<file path="src/rtl/pifo_pkg.sv">
// Shared PIFO definitions: root element layout, rank/address/flow types and rank arithmetic.
package pifo_pkg;

  localparam int unsigned RANK_START_POS = 12;
  localparam int unsigned RANK_END_POS   = 30;
  localparam int unsigned VALID_POS      = 31;

  localparam int unsigned RANK_W = RANK_END_POS - RANK_START_POS + 1;
  localparam int unsigned ADDR_W = RANK_START_POS;
  localparam int unsigned ELEM_W = VALID_POS + 1;
  localparam int unsigned FLOW_W = 4;
  localparam int unsigned LEN_W  = 11;

  typedef logic [RANK_W-1:0] rank_t;
  typedef logic [ADDR_W-1:0] addr_t;
  typedef logic [FLOW_W-1:0] flow_t;
  typedef logic [LEN_W-1:0]  len_t;

  typedef struct packed {
    logic  valid;
    rank_t rank;
    addr_t addr;
  } pifo_elem_t;

  // Rank + length, clamped at the largest rank instead of wrapping.
  function automatic rank_t sat_add(input rank_t a, input len_t b);
    logic [RANK_W:0] sum;
    sum = {1'b0, a} + (RANK_W+1)'(b);
    return sum[RANK_W] ? '1 : sum[RANK_W-1:0];
  endfunction

endpackage

</file>
<file path="src/rtl/pifo_stfq_flow_table.sv">
// Per-flow STFQ state: last finish time and valid bit, with write-to-read
// forwarding and a bulk epoch clear of the valid bits.
module pifo_stfq_flow_table
  import pifo_pkg::*;
#(
  parameter int unsigned NUM_FLOWS = 16
) (
  input  logic              clk,
  input  logic              rst,
  input  logic [FLOW_W-1:0] rd_flow,
  output logic [RANK_W-1:0] rd_finish_c,
  output logic              rd_valid_c,
  input  logic              wr_en,
  input  logic [FLOW_W-1:0] wr_flow,
  input  logic [RANK_W-1:0] wr_finish,
  input  logic              epoch_clr
);

  rank_t                last_finish_q [NUM_FLOWS];
  logic [NUM_FLOWS-1:0] valid_q;

  // Epoch clear wins over a same-cycle write: vt restarts at zero too.
  always_ff @(posedge clk) begin
    if (rst) begin
      valid_q <= '0;
    end else if (epoch_clr) begin
      valid_q <= '0;
    end else if (wr_en) begin
      valid_q[wr_flow] <= 1'b1;
    end
  end

  always_ff @(posedge clk) begin
    if (wr_en) begin
      last_finish_q[wr_flow] <= wr_finish;
    end
  end

  // A flow being written this cycle is read back as its new finish time.
  always_comb begin
    rd_finish_c = last_finish_q[rd_flow];
    rd_valid_c  = valid_q[rd_flow];
    if (wr_en && (wr_flow == rd_flow)) begin
      rd_finish_c = wr_finish;
      rd_valid_c  = 1'b1;
    end
  end

endmodule

</file>
<file path="src/rtl/pifo_stfq_rank_enqueue.sv">
// STFQ rank computation and credit-gated insert into the root PIFO calendar.
// Optional per-flow length weighting is enabled with PIFO_STFQ_WEIGHT_EN.
module pifo_stfq_rank_enqueue
  import pifo_pkg::*;
#(
  parameter int unsigned PIFO_CALENDAR_SIZE        = 1024,
  parameter int unsigned PIFO_CALENDAR_INDEX_WIDTH = 10,
  parameter int unsigned OCC_WIDTH                 = 11,
  parameter int unsigned BUFFER_ADDR_WIDTH         = 12,
  parameter int unsigned PIFO_RANK_WIDTH           = 19,
  parameter int unsigned PIFO_ROOT_WIDTH           = 32,
  parameter int unsigned FLOW_ID_WIDTH             = 4,
  parameter int unsigned NUM_FLOWS                 = 16,
  parameter int unsigned PKT_LEN_WIDTH             = 11
) (
  input  logic                         clk,
  input  logic                         rst,
  input  logic                         s_axis_desc_valid,
  output logic                         s_axis_desc_ready,
  input  logic [BUFFER_ADDR_WIDTH-1:0] s_axis_desc_addr,
  input  logic [FLOW_ID_WIDTH-1:0]     s_axis_desc_flow,
  input  logic [PKT_LEN_WIDTH-1:0]     s_axis_desc_len,
  output logic [PIFO_ROOT_WIDTH-1:0]   m_axis_pifo_info_root,
  output logic                         m_axis_insert_en,
  input  logic                         s_axis_pop_en,
  input  logic [PIFO_RANK_WIDTH-1:0]   s_axis_pop_rank,
  output logic [OCC_WIDTH-1:0]         m_axis_occupancy
`ifdef PIFO_STFQ_WEIGHT_EN
  ,
  input  logic                         cfg_wr_valid,
  input  logic [FLOW_ID_WIDTH-1:0]     cfg_wr_flow,
  input  logic [2:0]                   cfg_wr_shift
`endif
);

  if (OCC_WIDTH <= PIFO_CALENDAR_INDEX_WIDTH) begin : g_bad_occ_width
    $error("OCC_WIDTH cannot represent a full calendar");
  end

  logic                 accept;
  logic                 pop_dec;
  logic                 epoch_clr;
  logic [OCC_WIDTH-1:0] occ_q;
  rank_t                vt_q;
  flow_t                in_flow;
  len_t                 len_eff;
  rank_t                rd_finish;
  logic                 rd_valid;

  logic  s1_valid_q;
  addr_t s1_addr_q;
  flow_t s1_flow_q;
  len_t  s1_len_q;
  rank_t s1_last_finish_q;
  logic  s1_flow_valid_q;

  rank_t      start_c;
  rank_t      finish_c;
  pifo_elem_t elem_c;
  logic       wr_en;

  assign s_axis_desc_ready = (occ_q < OCC_WIDTH'(PIFO_CALENDAR_SIZE)) & ~rst;
  assign accept            = s_axis_desc_valid & s_axis_desc_ready;
  assign pop_dec           = s_axis_pop_en & (occ_q != '0);
  assign epoch_clr         = (occ_q == '0) & ~accept;
  assign in_flow           = FLOW_W'(s_axis_desc_flow);
  assign m_axis_occupancy  = occ_q;

`ifdef PIFO_STFQ_WEIGHT_EN
  logic [2:0] shift_q [NUM_FLOWS];

  always_ff @(posedge clk) begin
    if (rst) begin
      for (int i = 0; i < int'(NUM_FLOWS); i++) begin
        shift_q[i] <= '0;
      end
    end else if (cfg_wr_valid) begin
      shift_q[FLOW_W'(cfg_wr_flow)] <= cfg_wr_shift;
    end
  end

  assign len_eff = LEN_W'(s_axis_desc_len) >> shift_q[in_flow];
`else
  assign len_eff = LEN_W'(s_axis_desc_len);
`endif

  // Credits count accepted descriptors, so in-flight inserts are already reserved.
  always_ff @(posedge clk) begin
    if (rst) begin
      occ_q <= '0;
    end else if (accept && !pop_dec) begin
      occ_q <= occ_q + OCC_WIDTH'(1);
    end else if (!accept && pop_dec) begin
      occ_q <= occ_q - OCC_WIDTH'(1);
    end
  end

  always_ff @(posedge clk) begin
    if (rst) begin
      vt_q <= '0;
    end else if (epoch_clr) begin
      vt_q <= '0;
    end else if (s_axis_pop_en) begin
      vt_q <= RANK_W'(s_axis_pop_rank);
    end
  end

  pifo_stfq_flow_table #(
    .NUM_FLOWS (NUM_FLOWS)
  ) u_flow_table (
    .clk         (clk),
    .rst         (rst),
    .rd_flow     (in_flow),
    .rd_finish_c (rd_finish),
    .rd_valid_c  (rd_valid),
    .wr_en       (wr_en),
    .wr_flow     (s1_flow_q),
    .wr_finish   (finish_c),
    .epoch_clr   (epoch_clr)
  );

  // S1: descriptor and its flow state captured on accept.
  always_ff @(posedge clk) begin
    if (rst) begin
      s1_valid_q <= 1'b0;
    end else begin
      s1_valid_q <= accept;
    end
  end

  always_ff @(posedge clk) begin
    if (accept) begin
      s1_addr_q        <= ADDR_W'(s_axis_desc_addr);
      s1_flow_q        <= in_flow;
      s1_len_q         <= len_eff;
      s1_last_finish_q <= rd_finish;
      s1_flow_valid_q  <= rd_valid;
    end
  end

  // S2: start = max(vt, last_finish) for a known flow, else vt.
  always_comb begin
    start_c = vt_q;
    if (s1_flow_valid_q && (s1_last_finish_q > vt_q)) begin
      start_c = s1_last_finish_q;
    end
    finish_c     = sat_add(start_c, s1_len_q);
    elem_c.valid = 1'b1;
    elem_c.rank  = start_c;
    elem_c.addr  = s1_addr_q;
  end

  assign wr_en = s1_valid_q & ~rst;

  always_ff @(posedge clk) begin
    if (rst) begin
      m_axis_insert_en      <= 1'b0;
      m_axis_pifo_info_root <= '0;
    end else begin
      m_axis_insert_en <= s1_valid_q;
      if (s1_valid_q) begin
        m_axis_pifo_info_root <= PIFO_ROOT_WIDTH'(ELEM_W'(elem_c));
      end
    end
  end

endmodule
</file>
<file path="config.mk">
export PLATFORM = sky130hd
export DESIGN_NAME = pifo_stfq_rank_enqueue
export DESIGN_NICKNAME = d
export VERILOG_FILES = /design/src/rtl/pifo_pkg.sv /design/src/rtl/pifo_stfq_flow_table.sv /design/src/rtl/pifo_stfq_rank_enqueue.sv
export SDC_FILE = /design/constraint.sdc
export NUM_CORES = 1
export LEC_CHECK = 0
export ABC_AREA = 0
export BUFFER_PORTS_ARGS = -buffer_cell sky130_fd_sc_hd__buf_2
export CORE_ASPECT_RATIO = 1.5
export CORE_MARGIN = 1
export CORE_UTILIZATION = 31
export DETAILED_ROUTE_END_ITERATION = 7
export PLACE_DENSITY_LB_ADDON = 0.12
export SETUP_SLACK_MARGIN = 0.15
export SYNTH_ARGS = -nofsm -noshare
export SYNTH_HDL_FRONTEND = slang
export SYNTH_SLANG_ARGS = --single-unit
</file>
<file path="constraint.sdc">
create_clock -name clk -period 6 [get_ports clk]
set_input_delay 0.9 -clock clk [delete_from_list [all_inputs] [get_ports clk]]
set_output_delay 0.9 -clock clk [all_outputs]
set_load 0.05 [all_outputs]
</file>
==> metrics.yaml, run 1 <==
synth:
  ys_ff_latch: 431
  syn_inst: 1065
  syn-num-nets: 1157
  synth_flop_cell: "edfxtp_1"
  async_reset_ff_frac: 0
  ys_types: 58
  synthMuxAreaShare: 0.175
  synth_simple_gate_area_frac: 0.0557
  synth_area_sq_um: 17900
  synth.top_cell.area_share: 0.588
  synth_area_leaders: "edfxtp_1 59%, mux4_2 13%, dfxtp_1 8.9%"
  synth_xor_area_frac: 0.0103
  synth_warnings: 0
  synth_area_per_cell_sq_um: 16.8
  synth_compound_area_frac: 0.0343
  synthAdderAreaFrac: 0.0301
  synth-edff-count: 351
  ys_seq_area_frac: 0.677
  yosys.area.top_type: "edfxtp_1"
  synth_top_family_by_area: "multiplexers"
route:
  wire_per_inst_microns: 23.1
  firstDrtPassIters: 4
  first_iter_violations: 544
  ant_nets: 0
  vias: 9785
  routed_via_density: 4.90
  wirelength_microns: 46100
  drc_errors: 0
pwr:
  p_per_area_nw_per_um2: 383
  peakVddDrop_mv: 0.220
  leakage_nw: 7.34
  power_mw: 8.01
sta:
  worstMarginPinSlew_ps: 1080
  period_share: 0.906
  finalSetupViolCount: 0
  period_needed_ps: 5440
  hold_violations: 0
  maxSlewViolCount: 0
  relSlewSlack: 0.277
  finClkSkew_ps: 12.1
  fmax_ghz: 0.184
  rsz0062_at_grt: "no"
  finalSetupTns_ps: 0
clock_tree:
  clkLatencyLatePin_ps: 560
  numCtsBuffers: 42
  cts-htree-levels: 2
  cts_tree: "done"
  clk_pin_slew_ps: 60
  cts_sinks: 431
  cts_resized: 0
  cts_root_buf: "clkbuf_16"
  clk_path_buf_depth: 3
worst_setup_path:
  start_kind: "flop"
  cpPeakStageDelay_ps: 470
  criticalPathCategory: "reg2reg"
  required_ps: 6310
  crit_slowest_cell: "or2_1"
  path_depth: 15
  endpoint_kind: "flop"
  cp_max_fo: 23
  worstRegToRegCells: 15
  path_delay_family: "compound AO/OA/AOI/OAI gates"
  worst-path-buf-inv: 2
  cp.arrival_ps: 5740
  crit_chain: "ha_1 -> a21oi_1 -> a21oi_1 -> o31a_1 -> o41ai_4 -> buf_4 -> buf_4 -> mux2_2 -> ha_1 -> a2111o_1 -> o21ai_0 -> o21ai_1 -> and3_1 -> or2_1 -> mux2_2"
floorplanning:
  die_h_microns: 297
  die_w_microns: 198
  boundaryPins: 95
  fp.dieArea_sq_um: 58900
  rows: 107
  core_area_sq_um: 57000
  start_util: 0.315
final_layout:
  area_delta_synth_final_pct: 16.6
  fill_cells: 5400
  diodes: 0
  drive_gt1_frac: 0.288
  fin_nets: 1293
global_route:
  gr-total-overflow: 0
  globalRouteTotalUtil: 0.160
  grt_pass1_vias: 10320
  grt_first_pass_wirelength_microns: 68000
  grt_antenna_before_repair: 1
  grt_max_degree: 49
place:
  place_congestion: 0.801
  post-dp-hpwl_microns: 28300
  portBuffers: 94
min_path:
  hold_path.class: "reg2reg"
  hold_depth: 2
flow_run:
  cap_violations: 0
status:
  status: "complete, no violations"
[report_power, final]
group	internal (mW)	leakage, nW	switching [mW]	total [mW]
Sequential	3.67	3.84	0.103	3.77
Combinational	0.568	2.84	1.08	1.65
Clock	1.45	0.659	1.15	2.59
Total	5.68	7.34	2.33	8.01
[worst reg2reg max path: cells and delay by family, from the launching register on]
family	cells	cell delay, ps
compound gates	7	2080
simple gates	2	710
buf+inv	2	570
mux	2	780
fa+ha+maj	2	670
flops	1	400
[cell usage in the layout, fill, tap and decap left out, types with 6 or more instances in the layout]
master and count:
ha_1 40, buf_2 92, and3_1 6, inv_1 29, mux2_2 30, a211oi_1 10
clkinv_2 11, nor2_2 13, o21ai_0 15, mux2i_1 55, clkbuf_16 44, clkbuf_1 10
edfxtp_1 351, buf_4 46, nand2_1 32, mux4_2 100, xnor2_1 16, nand3_1 13
a21oi_1 20, nand2b_1 7, dfxtp_1 79, nand4_1 11, a21o_1 10, clkinv_1 8
nor2_1 113
[cell usage after synthesis (2+ instances only)]
library cell and number:
buf_2 9, a21o_1 10, nand4_1 11, mux4_2 100, o21ai_1 2, mux2i_1 55
fa_1 2, a22oi_1 2, nor4b_1 2, edfxtp_1 351, buf_4 2, and3_1 6
xor2_1 5, a211oi_1 10, buf_6 2, nor3_1 8, nand2_1 32, a41oi_1 3
nor2_1 125, a21oi_1 21, o21bai_1 5, o21a_1 2, o31a_1 2, or4_1 2
buf_1 10, mux2_2 30, xnor2_1 16, nand2b_1 7, and2_1 4, dfxtp_1 80
clkbuf_1 24, inv_1 29, nor4_1 5, o21ai_0 15, nand3_1 13, o211ai_1 2
ha_1 40
[kinds of logic (layout without fill, tap and decap cells)]
kind of cell,Yosys count,after routing
fa+ha+maj,42,42
buf+inv,76,246
simple gates,224,224
xor+xnor,21,21
mux,185,185
flops,431,431
compound gates,86,86
[sequential cells by signal, summed over array words and instances (netlist names)]
name                        flops
u_flow_table.valid_q           16
s1_addr_q                      12
s1_flow_valid_q                 1
s1_len_q                       11
m_axis_occupancy               11
s1_valid_q                      1
m_axis_pifo_info_root          32
u_flow_table.last_finish_q    304
vt_q                           19
s1_last_finish_q               19
s1_flow_q                       4
m_axis_insert_en                1
[per-stage QoR]
| step | area, sq um | utilization | hold slack [ps] | instances | setup WS [ps] |
|---|---|---|---|---|---|
| after global routing | 20900 | 0.367 | 483 | 1998 | 245 |
| after CTS | 20900 | 0.366 | 469 | 1994 | 257 |
| final | 20900 | 0.367 | 467 | 1998 | 565 |
| after global placement | 19600 | 0.343 | 445 | 1916 | 331 |
| after floorplan | 17900 | - | 435 | 1065 | 887 |
| after detailed placement | 19600 | 0.343 | 455 | 1916 | 268 |
[cell type report]
cell class,count,area (sq um),area share
multi-input combinational,558,5550,0.266
timing repair buffer,139,826,0.0395
inverter,29,109,0.00520
sequential,431,12100,0.581
tap,763,955,0.0456
clock inverter,23,178,0.00849
clock buffer,55,1150,0.0551
[what timing repair did]
item,CTS,global route
buffers inserted,0,4
setup endpoints to repair,0,68
hold endpoints to repair,0,0
hold buffers,0,0
[layer usage]
layer | GRT usage | wire (microns) | vias up
li1 | - | - | 4432
met1 | 0.189 | 18900 | 5063
met2 | 0.295 | 24100 | 211
met3 | 0.0195 | 1620 | 77
met4 | 0.0580 | 1450 | 2
met5 | 0 | 9 | -
[path summary, 6_finish.rpt]
| check | startpoint | end | slack, ps |
|---|---|---|---|
| worst max register to register | s1_last_finish_q[2] | s1_last_finish_q[4] | 560 |
| worst max-delay path | s1_last_finish_q[2] | s1_last_finish_q[4] | 560 |
| worst min-delay path | m_axis_pifo_info_root[31] | m_axis_pifo_info_root[31] | 470 |
| worst min register to register | m_axis_pifo_info_root[31] | m_axis_pifo_info_root[31] | 470 |
Note: power is estimated with default switching activity, not from simulation.
==> inputs of run 2 (changes only) <==
- CORE_UTILIZATION: 31 -> 61
==> run 2 against run 1 <==
Compared with the run above:
- clock power fell by 2%
- routed wire length shrank 16%
- power decreased by 1.4%
- non-clock buffer count is 16 lower
- flip-flop and latch count did not move
- critical path depth is 2 higher
- sequential power about the same
- combinational power fell by 5%
- largest power group unchanged
==> metrics.yaml, run 2 (synthesis results as in run 1) <==
final_layout:
  drive_gt1_frac: 0.276  # was 0.288
  layout_common_cells: "351 x edfxtp_1, 113 x nor2_1, 100 x mux4_2"  # unchanged
  final_area_sq_um: 20300  # was 20900 sq um
  fill_cells: 1872  # was 5400
  fin_nets: 1274  # was 1293
  area_delta_synth_final_pct: 13.3  # was 16.6%
  regMostFlops: "u_flow_table.last_finish_q"  # unchanged
  reg_top3: "u_flow_table.last_finish_q x304, m_axis_pifo_info_root x32"  # unchanged
  diodes: 0  # unchanged
  final_common_cell: "edfxtp_1"  # unchanged
  largest_register_ffs: 304  # unchanged
clock_tree:
  cts_tree: "done"  # unchanged
  numCtsBuffers: 39  # was 42
  clkLatencyLatePin_ps: 550  # was 560 ps
  holdBufCountCts: 0  # unchanged
  cts_setup_buffers: 0  # unchanged
  cts_sinks: 431  # unchanged
  cts_root_buf: "clkbuf_16"  # unchanged
  cts-htree-levels: 2  # unchanged
  clk_pin_slew_ps: 60  # about the same
  cts_resized: 0  # unchanged
  clk_path_buf_depth: 3  # unchanged
pwr:
  peakVddDrop_mv: 0.290  # was 0.220 mV
  swShare: 0.277  # was 0.291
  p_sw_mw: 2.19  # was 2.33 mW
  leakage_nw: 7.23  # was 7.34 nW
  p_per_area_nw_per_um2: 389  # was 383 nW/um^2
  pwr-share-comb: 0.199  # was 0.206
  pwr-share-clk: 0.323  # was 0.324
  pwr-share-seq: 0.478  # was 0.471
  intPower_mw: 5.71  # was 5.68 mW
route:
  routed_via_density: 6.12  # was 4.90
  first_iter_violations: 634  # was 544
  ant_nets: 0  # unchanged
  drc_errors: 0  # unchanged
  firstDrtPassIters: 5  # was 4
  wirelength_microns: 38900  # was 46100 microns
  wire_per_inst_microns: 24.2  # was 23.1 microns
  vias: 9815  # was 9785
floorplanning:
  die_h_microns: 212  # was 297 microns
  die_w_microns: 142  # was 198 microns
  fp.dieArea_sq_um: 30100  # was 58900 sq um
  rows: 76  # was 107
  core_area_sq_um: 28800  # was 57000 sq um
  start_util: 0.623  # was 0.315
  boundaryPins: 95  # unchanged
global_route:
  grtUsageMet1: 0.339  # was 0.189
  grt_first_pass_wirelength_microns: 58500  # was 68000 microns
  grt_use_met2: 0.465  # was 0.295
  gr-total-overflow: 0  # unchanged
  gr-usage-met3: 0.0453  # was 0.0195
  globalRouteTotalUtil: 0.270  # was 0.160
  grt_pass1_vias: 10138  # was 10320
  grt_max_degree: 50  # was 49
  busiest_layer: "met2"  # unchanged
  grt_antenna_before_repair: 0  # was 1
sta:
  finClkSkew_ps: 13.5  # was 12.1 ps
  fmax_ghz: 0.183  # was 0.184 GHz
  hold_violations: 0  # unchanged
  maxSlewViolCount: 0  # unchanged
  finalSetupViolCount: 0  # unchanged
  worstMarginPinSlew_ps: 1090  # was 1080 ps
  rsz0062_at_grt: "no"  # unchanged
  period_share: 0.912  # was 0.906
  finalSetupTns_ps: 0  # unchanged
  period_needed_ps: 5470  # was 5440 ps
  relSlewSlack: 0.274  # was 0.277
flow_run:
  cap_violations: 0  # unchanged
status:
  status: "complete, no violations"  # unchanged
worst_setup_path:
  endpoint_kind: "flop"  # unchanged
  critPathMostFrequentCell: "a21oi_1"
  worst-path-buf-inv: 1  # was 2
  path_delay_family: "compound AO/OA/AOI/OAI gates"  # unchanged
  cp_max_fo: 16  # was 23
  start_kind: "flop"  # unchanged
  ff2ff_setup_slack_ps: 530  # was 560 ps
  crit_slowest_cell: "o41ai_4"  # was or2_1
  required_ps: 6150  # was 6310 ps
  cpPeakStageDelay_ps: 650  # was 470 ps
  cp.arrival_ps: 5630  # was 5740 ps
  crit_chain: "inv_1 -> ha_1 -> a21oi_1 -> a21oi_1 -> o31a_1 -> o41ai_4 -> o21ai_0 -> ha_1 -> fa_1 -> a21o_1 -> a21oi_1 -> o21ai_0 -> and2_1 -> a2111oi_4 -> nor3_1 -> xnor2_1 -> nand2_1"  # was ha_1 -> a21oi_1 -> a21oi_1 -> o31a_1 -> o41ai_4 -> buf_4 -> buf_4 -> mux2_2 -> ha_1 -> a2111o_1 -> o21ai_0 -> o21ai_1 -> and3_1 -> or2_1 -> mux2_2
  path_depth: 17  # was 15
  worstRegToRegCells: 17  # was 15
  rr_startpoint: "vt_q[2]"  # was s1_last_finish_q[2]
  criticalPathCategory: "reg2reg"  # unchanged
  reg2reg_to: "u_flow_table.last_finish_q[0][18]"  # was s1_last_finish_q[4]
place:
  place_congestion: 0.804  # was 0.801
  post-dp-hpwl_microns: 23100  # was 28300 microns
  portBuffers: 94  # unchanged
  dpl_cell_area_sq_um: 19000  # was 19600 sq um
min_path:
  holdPathEnd: "u_flow_table.valid_q[0]"  # was m_axis_pifo_info_root[31]
  hold_path.class: "reg2reg"  # unchanged
  min_from: "u_flow_table.valid_q[0]"  # was m_axis_pifo_info_root[31]
  hold_depth: 2  # unchanged
[run 2: cell types whose count changed in the layout (fill, tap and decap cells not counted), moves of 2 or more]
| cell | before | now |
|---|---|---|
| clkinv_2 | 11 | 5 |
| buf_4 | 46 | 31 |
| inv_6 | 0 | 2 |
| nor2_4 | 0 | 12 |
| nor2_2 | 13 | 1 |
| bufinv_16 | 2 | 5 |
| clkbuf_1 | 10 | 15 |
| clkinv_1 | 8 | 2 |
| nor3_2 | 2 | 4 |
| nor3_4 | 2 | 0 |
| clkbuf_16 | 44 | 40 |
[run 2: per-layer routing]
metal  vias to the layer above  part of all wire
met5                         -                 0
met4                         0             0.036
met3                        93             0.064
met2                       366              0.51
met1                      4963              0.39
li1                       4393                 -
[run 2: worst min-delay path, stage by stage (launching register included)]
cell     delay [ps]
dfxtp_1         330
nor2_1           50
nor2_1           70
[run 2: stage by stage]
step	worst slack, ps	total power, mW	utilization	instances	hold WS (ps)
3_3_place_gp	663	5.36	0.660	1531	444
4_1_cts	497	7.94	0.706	1603	474
2_1_floorplan	887	4.92	-	1065	435
3_5_place_dp	507	5.40	0.660	1531	460
6_report	530	7.90	0.706	1603	474
5_1_grt	213	8.21	0.706	1603	503
[run 2: worst max path at each step]
stage                     slack [ps]                                  to  startpoint
final                            530   u_flow_table.last_finish_q[0][18]     vt_q[2]
after global routing             210   u_flow_table.last_finish_q[2][13]     vt_q[2]
after CTS                        500   u_flow_table.last_finish_q[1][18]     vt_q[2]
after global placement           660   u_flow_table.last_finish_q[7][18]     vt_q[2]
after floorplan                  890                m_axis_occupancy[10]         rst
after detailed placement         510  u_flow_table.last_finish_q[14][18]     vt_q[2]
[run 2: power by group through the flow]
stage                     logic (mW)  registers [mW]  clock network [mW]
after floorplan                0.964            3.95                   0
after global placement          1.53            3.83                   0
after detailed placement        1.56            3.84                   0
after CTS                       1.57            3.78                2.59
after global routing            1.73            3.79                2.69
final                           1.57            3.78                2.55
[run 2: final cells by class]
cell class                 count  area (sq um)  share of cell area
sequential                   431         12100               0.597
multi-input combinational    558          5590               0.275
clock buffer                  57          1080              0.0534
timing repair buffer         123           693              0.0341
tap                          390           488              0.0240
clock inverter                15           216              0.0106
inverter                      29           109             0.00535
==> inputs of run 3 (changes only) <==
- CORE_UTILIZATION: 61 -> 51
- clock period: 6 -> 4.83 ns (I/O delays scaled with it)
==> run 3 against run 2 <==
Compared with the run above:
- power grew 28%
- worst hold slack lost 120 ps
- critical path depth is the same
- first-iteration DRC count grew 20%
- clock power grew 30%
==> metrics.yaml, run 3 (synthesis results as in run 1) <==
status:
  status: "complete, no violations"  # unchanged
clock_tree:
  clkLatencyLatePin_ps: 560  # was 550 ps
  clk_pin_slew_ps: 60  # about the same
  cts_sinks: 431  # unchanged
  numCtsBuffers: 39  # unchanged
  holdBufCountCts: 0  # unchanged
  cts_tree: "done"  # unchanged
  cts_root_buf: "clkbuf_16"  # unchanged
  clk_path_buf_depth: 3  # unchanged
  cts-htree-levels: 2  # unchanged
final_layout:
  drive_gt1_frac: 0.322  # was 0.276
  regMostFlops: "u_flow_table.last_finish_q"  # unchanged
  instances_no_fill: 1723  # was 1603
  area_delta_synth_final_pct: 16.6  # was 13.3%
  largest_register_ffs: 304  # unchanged
  fin_nets: 1317  # was 1274
  reg_top3: "u_flow_table.last_finish_q x304, m_axis_pifo_info_root x32"  # unchanged
  diodes: 0  # unchanged
  layout_common_cells: "351 x edfxtp_1, 113 x nor2_1, 100 x mux4_2"  # unchanged
  fin_util: 0.607  # was 0.706
  final_common_cell: "edfxtp_1"  # unchanged
pwr:
  pwr-share-comb: 0.209  # was 0.199
  intPower_mw: 7.31  # was 5.71 mW
  leakage_nw: 7.52  # was 7.23 nW
  p_per_area_nw_per_um2: 482  # was 389 nW/um^2
  peakVddDrop_mv: 0.304  # was 0.290 mV
  pwr-share-seq: 0.462  # was 0.478
  p_sw_mw: 2.78  # was 2.19 mW
  swShare: 0.275  # was 0.277
  pwr-share-clk: 0.329  # was 0.323
global_route:
  grt_first_pass_wirelength_microns: 59300  # was 58500 microns
  grt_antenna_before_repair: 0  # unchanged
  globalRouteTotalUtil: 0.225  # was 0.270
  grt_max_degree: 51  # was 50
  grt_pass1_vias: 10082  # was 10138
  gr-total-overflow: 0  # unchanged
route:
  routed_via_density: 5.68  # was 6.12
  vias: 9792  # was 9815
  wire_per_inst_microns: 22.5  # was 24.2 microns
  firstDrtPassIters: 5  # unchanged
  wirelength_microns: 38700  # was 38900 microns
  drc_errors: 0  # unchanged
  first_iter_violations: 761  # was 634
  ant_nets: 0  # unchanged
worst_setup_path:
  cp_max_fo: 7  # was 16
  cp.arrival_ps: 4740  # was 5630 ps
  start_kind: "flop"  # unchanged
  criticalPathCategory: "reg2reg"  # unchanged
  required_ps: 5120  # was 6150 ps
  endpoint_kind: "flop"  # unchanged
sta:
  finalSetupTns_ps: 0  # unchanged
  finClkSkew_ps: 23.1  # was 13.5 ps
  relSlewSlack: 0.340  # was 0.274
  maxSlewViolCount: 0  # unchanged
  period_share: 0.922  # was 0.912
  finalSetupViolCount: 0  # unchanged
  fmax_ghz: 0.225  # was 0.183 GHz
  worstMarginPinSlew_ps: 990  # was 1090 ps
  period_needed_ps: 4450  # was 5470 ps
  hold_violations: 0  # unchanged
  rsz0062_at_grt: "no"  # unchanged
floorplanning:
  die_h_microns: 232  # was 212 microns
  rows: 83  # was 76
  core_area_sq_um: 34500  # was 28800 sq um
  start_util: 0.520  # was 0.623
  boundaryPins: 95  # unchanged
  fp.dieArea_sq_um: 35900  # was 30100 sq um
  die_w_microns: 155  # was 142 microns
place:
  place_congestion: 0.835  # was 0.804
  post-dp-hpwl_microns: 24300  # was 23100 microns
  portBuffers: 94  # unchanged
  dp.cells: 1646  # was 1531
min_path:
  hold_path.class: "in2reg"  # was reg2reg
flow_run:
  cap_violations: 0  # unchanged
==> run 3: cell count changes in the layout (fill, tap and decap cells not counted), moves of 3 or more <==
| cell | delta |
|---|---|
| buf_12 | +3 |
| clkbuf_1 | -9 |
| a21oi_2 | +4 |
| clkbuf_8 | +7 |
| nor2_4 | -9 |
| o21ai_0 | -6 |
| a21oi_1 | -4 |
| o21ai_2 | +4 |
| nor2_2 | +9 |
| buf_4 | +38 |
==> run 3: repair_timing <==
action / 4_1_cts / 5_1_grt
setup buffers: 1 / 4
pin swaps: 1 / 3
endpoints found under the setup margin: 60 / 236
resized for setup: 2 / 18
==> run 3: final cells by class <==
cell class	count	area, sq um
sequential	431	12100
timing repair buffer	166	1060
fill	2589	13600
inverter	29	109
multi-input combinational	558	5630
clock inverter	16	225
clock buffer	56	1170
tap	467	584
==> run 3: through the flow <==
step	hold WS (ps)	power [mW]	worst slack [ps]	area (sq um)
after floorplan	435	6.12	111	18000
after global placement	444	6.78	109	19400
after detailed placement	455	6.83	35.7	19400
after CTS	337	10.2	195	20800
after global routing	345	10.5	164	20900
final	357	10.1	378	20900
==> run 3: power by group through the flow <==
stage               Clock, mW  Sequential [mW]  Combinational [mW]
detailed placement          0             4.74                2.09
CTS                      3.39             4.66                2.10
global route             3.52             4.68                2.33
floorplan                   0             4.91                1.21
finish                   3.32             4.66                2.11
global placement            0             4.74                2.05
==> run 3: final timing paths <==
check,start,end,slack [ps],cells past startpoint
min reg2reg,m_axis_pifo_info_root[31],m_axis_pifo_info_root[31],460,2
min,s_axis_desc_len[1],s1_len_q[1],360,1
max reg2reg,s1_last_finish_q[4],s1_last_finish_q[16],380,17
max,s1_last_finish_q[4],s1_last_finish_q[16],380,17
==> run 3: critical path: stages, from the launching register on <==
cell and delay [ps]:
edfxtp_1 390, ha_1 320, a211oi_2 210, nor2_1 90, o31a_1 270, o41ai_4 290
buf_6 170, mux2_4 330, fa_1 420, a21o_1 220, a21oi_2 160, o21ai_1 110
and2_4 200, a2111oi_4 290, buf_4 210, o31a_1 160, o21ai_2 70, mux2_2 260
==> run 3: routing by layer <==
layer / part of all wire / global-route usage / routed length [microns]
met1: 0.41 / 0.282 / 15700
met4: 0.022 / 0.0647 / 853
met2: 0.52 / 0.405 / 20200
met3: 0.049 / 0.0306 / 1910
met5: 0 / 0 / 0
